## config.mk

```make
export PLATFORM = sky130hd
export DESIGN_NAME = sr_button_ctrl
export DESIGN_NICKNAME = d
export VERILOG_FILES = /design/src/rtl/sr_button_ctrl.sv
export SDC_FILE = /design/constraint.sdc
export NUM_CORES = 1
export LEC_CHECK = 0
export CAP_MARGIN = 20
export CELL_PAD_IN_SITES_DETAIL_PLACEMENT = 0
export CELL_PAD_IN_SITES_GLOBAL_PLACEMENT = 2
export CORE_UTILIZATION = 39
export DETAILED_ROUTE_END_ITERATION = 16
export PLACE_DENSITY_LB_ADDON = 0.1
export REMOVE_ABC_BUFFERS = 1
export SYNTH_ARGS = -nofsm -noshare
export SYNTH_HDL_FRONTEND = slang
export SYNTH_SLANG_ARGS = --single-unit
```

## constraint.sdc

```tcl
create_clock -name clk -period 3.9 [get_ports clk]
set_input_delay 0.39 -clock clk [delete_from_list [all_inputs] [get_ports clk]]
set_output_delay 0.39 -clock clk [all_outputs]
set_load 0.05 [all_outputs]
```

## src/rtl/sr_button_ctrl.sv

```systemverilog
// Two-button front end: synchronise, debounce and edge-qualify set/reset presses
// into mutually exclusive one-cycle S/R pulses, flagging both-held as a conflict.
module sr_button_ctrl #(
    parameter int DB_CYCLES = 4,
    parameter int CNT_W     = 8
) (
    input  logic             clk,
    input  logic             reset_n,
    input  logic             btn_set,
    input  logic             btn_rst,
    output logic             S,
    output logic             R,
    output logic             conflict,
    output logic [CNT_W-1:0] press_cnt
);

    localparam int            CW      = (DB_CYCLES < 1) ? 1 : $clog2(DB_CYCLES + 1);
    localparam logic [CW-1:0] DB_LAST = CW'(DB_CYCLES);

    typedef enum logic [1:0] {
        ST_IDLE,
        ST_SET_HELD,
        ST_RST_HELD,
        ST_CONFLICT
    } state_t;

    logic [1:0] w_btn;
    logic [1:0] w_sync;
    logic [1:0] w_db;
    logic       w_set_db;
    logic       w_rst_db;

    assign w_btn    = {btn_rst, btn_set};
    assign w_set_db = w_db[0];
    assign w_rst_db = w_db[1];

    // Channel 0 is set, channel 1 is reset.
    generate
        for (genvar gi = 0; gi < 2; gi++) begin : g_chan
            logic          r_sync1;
            logic          r_sync2;
            logic          r_db;
            logic [CW-1:0] r_cnt;
            logic [CW-1:0] w_cnt_inc;

            assign w_cnt_inc = r_cnt + CW'(1);
            assign w_sync[gi] = r_sync2;
            assign w_db[gi]   = r_db;

            always_ff @(posedge clk or negedge reset_n) begin
                if (!reset_n) begin
                    r_sync1 <= 1'b0;
                    r_sync2 <= 1'b0;
                    r_db    <= 1'b0;
                    r_cnt   <= '0;
                end else begin
                    r_sync1 <= w_btn[gi];
                    r_sync2 <= r_sync1;
                    if (r_sync2 == r_db) begin
                        r_cnt <= '0;
                    end else if (w_cnt_inc == DB_LAST) begin
                        r_db  <= r_sync2;
                        r_cnt <= '0;
                    end else begin
                        r_cnt <= w_cnt_inc;
                    end
                end
            end
        end
    endgenerate

    state_t           r_state;
    state_t           w_state_next;
    logic             w_s_next;
    logic             w_r_next;
    logic             r_s;
    logic             r_r;
    logic             r_conflict;
    logic [CNT_W-1:0] r_press_cnt;

    // Leaving CONFLICT never pulses: a held button must be released and pressed again.
    always_comb begin
        w_state_next = r_state;
        w_s_next     = 1'b0;
        w_r_next     = 1'b0;
        case (r_state)
            ST_IDLE: begin
                case ({w_set_db, w_rst_db})
                    2'b10:   begin w_state_next = ST_SET_HELD; w_s_next = 1'b1; end
                    2'b01:   begin w_state_next = ST_RST_HELD; w_r_next = 1'b1; end
                    2'b11:   w_state_next = ST_CONFLICT;
                    default: w_state_next = ST_IDLE;
                endcase
            end
            ST_SET_HELD: begin
                case ({w_set_db, w_rst_db})
                    2'b11:   w_state_next = ST_CONFLICT;
                    2'b01:   begin w_state_next = ST_RST_HELD; w_r_next = 1'b1; end
                    2'b00:   w_state_next = ST_IDLE;
                    default: w_state_next = ST_SET_HELD;
                endcase
            end
            ST_RST_HELD: begin
                case ({w_set_db, w_rst_db})
                    2'b11:   w_state_next = ST_CONFLICT;
                    2'b10:   begin w_state_next = ST_SET_HELD; w_s_next = 1'b1; end
                    2'b00:   w_state_next = ST_IDLE;
                    default: w_state_next = ST_RST_HELD;
                endcase
            end
            default: begin
                case ({w_set_db, w_rst_db})
                    2'b10:   w_state_next = ST_SET_HELD;
                    2'b01:   w_state_next = ST_RST_HELD;
                    2'b00:   w_state_next = ST_IDLE;
                    default: w_state_next = ST_CONFLICT;
                endcase
            end
        endcase
    end

    always_ff @(posedge clk or negedge reset_n) begin
        if (!reset_n) begin
            r_state     <= ST_IDLE;
            r_s         <= 1'b0;
            r_r         <= 1'b0;
            r_conflict  <= 1'b0;
            r_press_cnt <= '0;
        end else begin
            r_state    <= w_state_next;
            r_s        <= w_s_next;
            r_r        <= w_r_next;
            r_conflict <= (w_state_next == ST_CONFLICT);
            if (w_s_next || w_r_next) begin
                r_press_cnt <= r_press_cnt + CNT_W'(1);
            end
        end
    end

    assign S         = r_s;
    assign R         = r_r;
    assign conflict  = r_conflict;
    assign press_cnt = r_press_cnt;

endmodule

```

==> results.yml, run 1 <==
critical_path:
  cp_num_cells: 1
  timing.rr.start: "g_chan[0].r_db$_DFFE_PN0P_"
  reg2reg_to: "press_cnt[1]$_DFFE_PN0P_"
  end_kind: "output port"
  crit_chain: "clkdlybuf4s50_1"
  critPathArrivalTime_ns: 1.59
  cpMaxStageDelayCell: "clkdlybuf4s50_1"
  cp_max_fo: 6
  crit_required_ns: 3.51
  endpoint: "press_cnt[3]"
  reg2regPathDepth: 3
  reg2reg_slack_ns: 2.49
  crit_path_start: "press_cnt[3]$_DFFE_PN0P_"
  critical_path_class: "reg2out"
  critPathTopFamily: "buffers and inverters"
  critPathMaxStageDelay_ns: 0.83
  start_kind: "flop"
  critPathBufInv: 1
layout:
  area_growth_pct: 20.6
  diodes: 0
  drive_gt1_frac: 0.131
  fin_util: 0.492
  layout.nets: 94
  fillers: 221
timing:
  fmax_mhz: 505
  final_hold_viol_count: 0
  maxSlewViolCount: 0
  worst_slew_pin_slew_ns: 0.521
  final.setup_skew_ns: 0.00385
  finalCritPeriodShare: 0.508
  setup_viol: 0
  rsz0062_at_grt: "no"
  period_minus_slack_ns: 1.98
  setup-tns-final_ns: 0
  maxSlewHeadroom: 0.652
  fin_hold_ws_ns: 0.362
cts:
  htreeDepth: 1
  post_cts.repair.setup_buffers: 0
  root_buffer: "clkbuf_4"
  cts_made_buffers: 3
  cts_tree: "yes"
  cts_resized: 0
  ctsLongestPathBuffers: 2
  path_clk_slew_ns: 0.12
  cts.sink_count: 25
  cts_hold_buf: 0
  clk-insertion-delay-late_ns: 0.30
job:
  maxCapViolations: 0
logic_synthesis:
  yosysTopAreaCellShare: 0.624
  synth-simple-area-share: 0.110
  synth_xor_area_frac: 0.0961
  synth_area_sq_mm: 0.00100
  synth_top_family_by_area: "simple AND/OR/NAND/NOR gates"
  synth_fa_ha_area_frac: 0.0624
  yosys_warnings: 0
  synth_most_common_cell: "dfrtp_1"
  ys.flop_type: "dfrtp_1"
  synth_common_cells: "25 x dfrtp_1, 9 x xnor2_1, 5 x ha_1"
  yosysTopAreaCell: "dfrtp_1"
  async_reset_ff_frac: 1.00
  ys_seq_area_frac: 0.624
  avgSynthCellArea_sq_um: 15.0
  synth_compound_area_frac: 0.0574
  synth_cells: 67
  synthMuxAreaShare: 0.0375
  ys_ff_latch: 25
  synth_edf_count: 0
  ys_top_cells_by_area: "dfrtp_1 62%, xnor2_1 7.9%, ha_1 6.2%, nor3b_4 3.7%, mux2_2 2.2%"
  yosys.cell_types.count: 21
worst_hold_path:
  hold_path.class: "reg2reg"
route:
  drc: 0
  dr.pass1.iters: 3
  postRouteAntennaNets: 0
  wl_per_cell_microns: 11.7
  route.vias.total: 540
  routed_wl_microns: 1340
  drtIter0Drc: 1
  viasPerCell: 4.74
global_routing:
  grt_pass1_vias: 502
  grt_max_degree: 26
  grt_pass1_wl_microns: 2370
  grt_antenna_before_repair: 0
  gr-total-overflow: 0
  grtUsageTotal: 0.125
floorplanning:
  io_pins: 15
  start_util: 0.408
  num_rows: 18
  die_h_microns: 52.7
  core_area_sq_mm: 0.00245
  die_w_microns: 52.7
  die-area_sq_mm: 0.00278
power_and_ir_drop:
  p_total_mw: 0.816
  ir_worst_vdd_uv: 370
  p_leak_nw: 0.539
  p_per_area_mw_per_mm2: 675
status:
  outcome: "completed"
placed_design:
  routabilityCongestion: 0.616
  port_buffers: 14
  dp_hpwl_microns: 932
[per-layer routing]
metal	global-route usage	vias up	wire length [microns]
li1	-	268	-
met1	0.170	258	664
met2	0.171	12	593
met3	0.0609	2	65
met4	0.0395	0	15
met5	0	-	0
[worst register-to-register path, delay by kind of cell (launching register included)]
| kind | cells | cell delay (ns) |
|---|---|---|
| DFF | 1 | 0.49 |
| muxes | 1 | 0.30 |
| and+or+nand+nor | 2 | 0.52 |
[layout by cell type, fill, tap and decap left out, drive strengths merged]
cell and count:
a211oi 2, and2 1, and3 1, and4 2, buf 1, clkbuf 4, clkdlybuf4s50 14, dfrtp 25
ha 5, mux2 3, nand2 2, nor2 1, nor2b 2, nor3b 4, o2111ai 2, o211ai 2
o21ai 2, xnor2 9, xor2 2
[registers in the layout (all words and copies together) (netlist names)]
name            count
R                   1
S                   1
conflict            1
g_chan.r_cnt        6
g_chan.r_db         2
g_chan.r_sync1      2
g_chan.r_sync2      2
press_cnt           8
r_state             2
[kinds of logic (layout without fill, tap and decap cells)]
kind of cell	after synthesis	in the layout
flops	25	25
mux	3	3
xor+xnor	11	11
fa+ha+maj	5	5
simple gates	13	13
buf+inv	2	19
compound gates	8	8
[stage by stage]
step	worst slack, ns	cell area (sq um)	cells
after floorplan	2.42	990	65
after global placement	2.17	1170	109
after detailed placement	2.17	1170	109
after CTS	1.90	1190	113
after global routing	1.82	1210	114
final	1.92	1210	114
[power by group]
part	internal (mW)	total, mW	switching (mW)
Clock	0.0399	0.107	0.0676
Sequential	0.326	0.389	0.0629
Combinational	0.136	0.319	0.183
[area by class of cell]
cell class	instances	area, sq um	area share
timing repair buffer	15	155	0.128
sequential	25	626	0.518
tap	30	37.5	0.0311
clock buffer	4	26.3	0.0217
multi-input combinational	40	364	0.301
[worst min-delay path by stage]
stage | from | slack, ns | cells past startpoint | endpoint
final | g_chan[0].r_sync1$_DFF_PN0_ | 0.36 | 0 | g_chan[0].r_sync2$_DFF_PN0_
after global routing | g_chan[1].r_sync1$_DFF_PN0_ | 0.37 | 0 | g_chan[1].r_sync2$_DFF_PN0_
after CTS | g_chan[1].r_sync1$_DFF_PN0_ | 0.37 | 0 | g_chan[1].r_sync2$_DFF_PN0_
after detailed placement | g_chan[1].r_sync1$_DFF_PN0_ | 0.34 | 0 | g_chan[1].r_sync2$_DFF_PN0_
after global placement | g_chan[1].r_sync1$_DFF_PN0_ | 0.33 | 0 | g_chan[1].r_sync2$_DFF_PN0_
after floorplan | reset_n | 0.09 | 0 | R$_DFF_PN0_
Note: power is estimated with default switching activity, not from simulation.
==> inputs of run 2 (changes only) <==
--- a/config.mk
+++ b/config.mk
@@ -8,7 +8,7 @@
 export CAP_MARGIN = 20
 export CELL_PAD_IN_SITES_DETAIL_PLACEMENT = 0
 export CELL_PAD_IN_SITES_GLOBAL_PLACEMENT = 2
-export CORE_UTILIZATION = 39
+export CORE_UTILIZATION = 36
 export DETAILED_ROUTE_END_ITERATION = 16
 export PLACE_DENSITY_LB_ADDON = 0.1
 export REMOVE_ABC_BUFFERS = 1
==> constraint.sdc (replaced) <==
create_clock -name clk -period 1.85 [get_ports clk]
set_input_delay 0.185 -clock clk [delete_from_list [all_inputs] [get_ports clk]]
set_output_delay 0.185 -clock clk [all_outputs]
set_load 0.05 [all_outputs]
==> results.yml, run 2 (same netlist as run 1, synthesis figures left out) <==
cts:
  root_buffer: "clkbuf_4"
  post_cts.repair.setup_buffers: 0
  clk-insertion-delay-late_ns: 0.32
  htreeDepth: 1
  cts.sink_count: 25
  cts_hold_buf: 0
  ctsLongestPathBuffers: 2
  cts_tree: "yes"
  cts_made_buffers: 3
  cts_resized: 0
  path_clk_slew_ns: 0.14
critical_path:
  crit_required_ns: 1.66
  reg2regPathDepth: 3
  timing.rr.start: "g_chan[0].r_db$_DFFE_PN0P_"
  cpMaxStageDelayCell: "clkdlybuf4s50_1"
  start_kind: "flop"
  end_kind: "output port"
  critical_path_class: "reg2out"
  reg2reg_to: "press_cnt[1]$_DFFE_PN0P_"
  cp_num_cells: 1
  cp_max_fo: 5
  reg2reg_slack_ns: 0.44
  critPathArrivalTime_ns: 1.57
  crit_chain: "clkdlybuf4s50_1"
  critPathMaxStageDelay_ns: 0.82
  critPathBufInv: 1
  critPathTopFamily: "buffers and inverters"
floorplanning:
  die_w_microns: 54.8
  start_util: 0.394
  core_area_sq_mm: 0.00254
  die_h_microns: 54.8
  die-area_sq_mm: 0.00300
  io_pins: 15
  num_rows: 18
timing:
  period_minus_slack_ns: 1.76
  rsz0062_at_grt: "no"
  final.setup_skew_ns: 0.00556
  fmax_mhz: 569
  finalCritPeriodShare: 0.950
  maxSlewHeadroom: 0.663
  setup-tns-final_ns: 0
  final_hold_viol_count: 0
  fin_ws_ns: 0.0929
  maxSlewViolCount: 0
  worst_slew_pin_slew_ns: 0.505
  setup_viol: 0
global_routing:
  grtUsageTotal: 0.117
  gr-total-overflow: 0
  grt_antenna_before_repair: 0
  grt_pass1_wl_microns: 2350
  grt_pass1_vias: 509
  grt_max_degree: 26
power_and_ir_drop:
  power.switching_mw: 0.680
  power_frac_seq: 0.471
  combPwrFrac: 0.388
  p_per_area_mw_per_mm2: 1430
  p_leak_nw: 0.569
  sw_frac_of_total: 0.392
  p_total_mw: 1.73
  pwr-share-clk: 0.142
  ir_worst_vdd_uv: 765
  power.internal_mw: 1.05
route:
  routed_wl_microns: 1410
  drc: 0
  viasPerCell: 4.77
  dr.pass1.iters: 3
  route.vias.total: 544
  wl_per_cell_microns: 12.3
  drtIter0Drc: 4
  postRouteAntennaNets: 0
layout:
  final_common_cell: "dfrtp_1"
  final_cell_mix: "25 x dfrtp_1, 12 x clkdlybuf4s50_1, 9 x xnor2_1"
  layout.nets: 94
  diodes: 0
  drive_gt1_frac: 0.143
  largest_reg_flops: 8
  fin_util: 0.475
  area_growth_pct: 20.7
placed_design:
  dp_slack_ns: 0.432
  port_buffers: 14
  routabilityCongestion: 0.636
  dp_hpwl_microns: 1000
worst_hold_path:
  hold_path.class: "in2async"
job:
  maxCapViolations: 0
status:
  outcome: "completed"
==> run 2: cell type report <==
class	instances	area, sq um
Timing Repair Buffer	15	153
Multi-Input combinational cell	40	364
Fill cell	247	1340
Tap cell	30	37.5
Clock inverter	1	7.51
Clock buffer	3	22.5
Sequential cell	25	626
==> run 2: per-stage QoR <==
step	hold slack (ns)	std cells	area, sq um
2_1_floorplan	-0.111	65	990
3_3_place_gp	0.332	110	1170
3_5_place_dp	0.336	110	1170
4_1_cts	0.204	114	1200
5_1_grt	0.213	114	1210
6_report	0.205	114	1210
==> run 2: metal layers <==
layer	vias up	routed length, microns	track usage	part of all wire
met1	261	703	0.155	0.50
met4	0	15	0.0256	0.011
met5	-	0	0	0
met2	13	599	0.171	0.43
met3	2	86	0.0583	0.061
li1	268	-	-	-
==> run 2: power groups by stage <==
stage / logic [mW] / clock network, mW / registers, mW
2_1_floorplan: 0.277 / 0 / 1.02
3_3_place_gp: 0.671 / 0 / 0.824
3_5_place_dp: 0.677 / 0 / 0.832
4_1_cts: 0.681 / 0.259 / 0.821
5_1_grt: 0.728 / 0.280 / 0.842
6_report: 0.672 / 0.245 / 0.816
==> run 2: how the worst max path moves through the flow <==
stage | start | to | slack (ns)
5_1_grt | press_cnt[2]$_DFFE_PN0P_ | press_cnt[2] | 0.01
4_1_cts | press_cnt[3]$_DFFE_PN0P_ | press_cnt[3] | 0.05
6_report | press_cnt[2]$_DFFE_PN0P_ | press_cnt[2] | 0.09
3_3_place_gp | press_cnt[4]$_DFFE_PN0P_ | press_cnt[4] | 0.43
2_1_floorplan | press_cnt[0]$_DFFE_PN0P_ | press_cnt[6]$_DFFE_PN0P_ | 0.37
3_5_place_dp | press_cnt[3]$_DFFE_PN0P_ | press_cnt[3] | 0.43
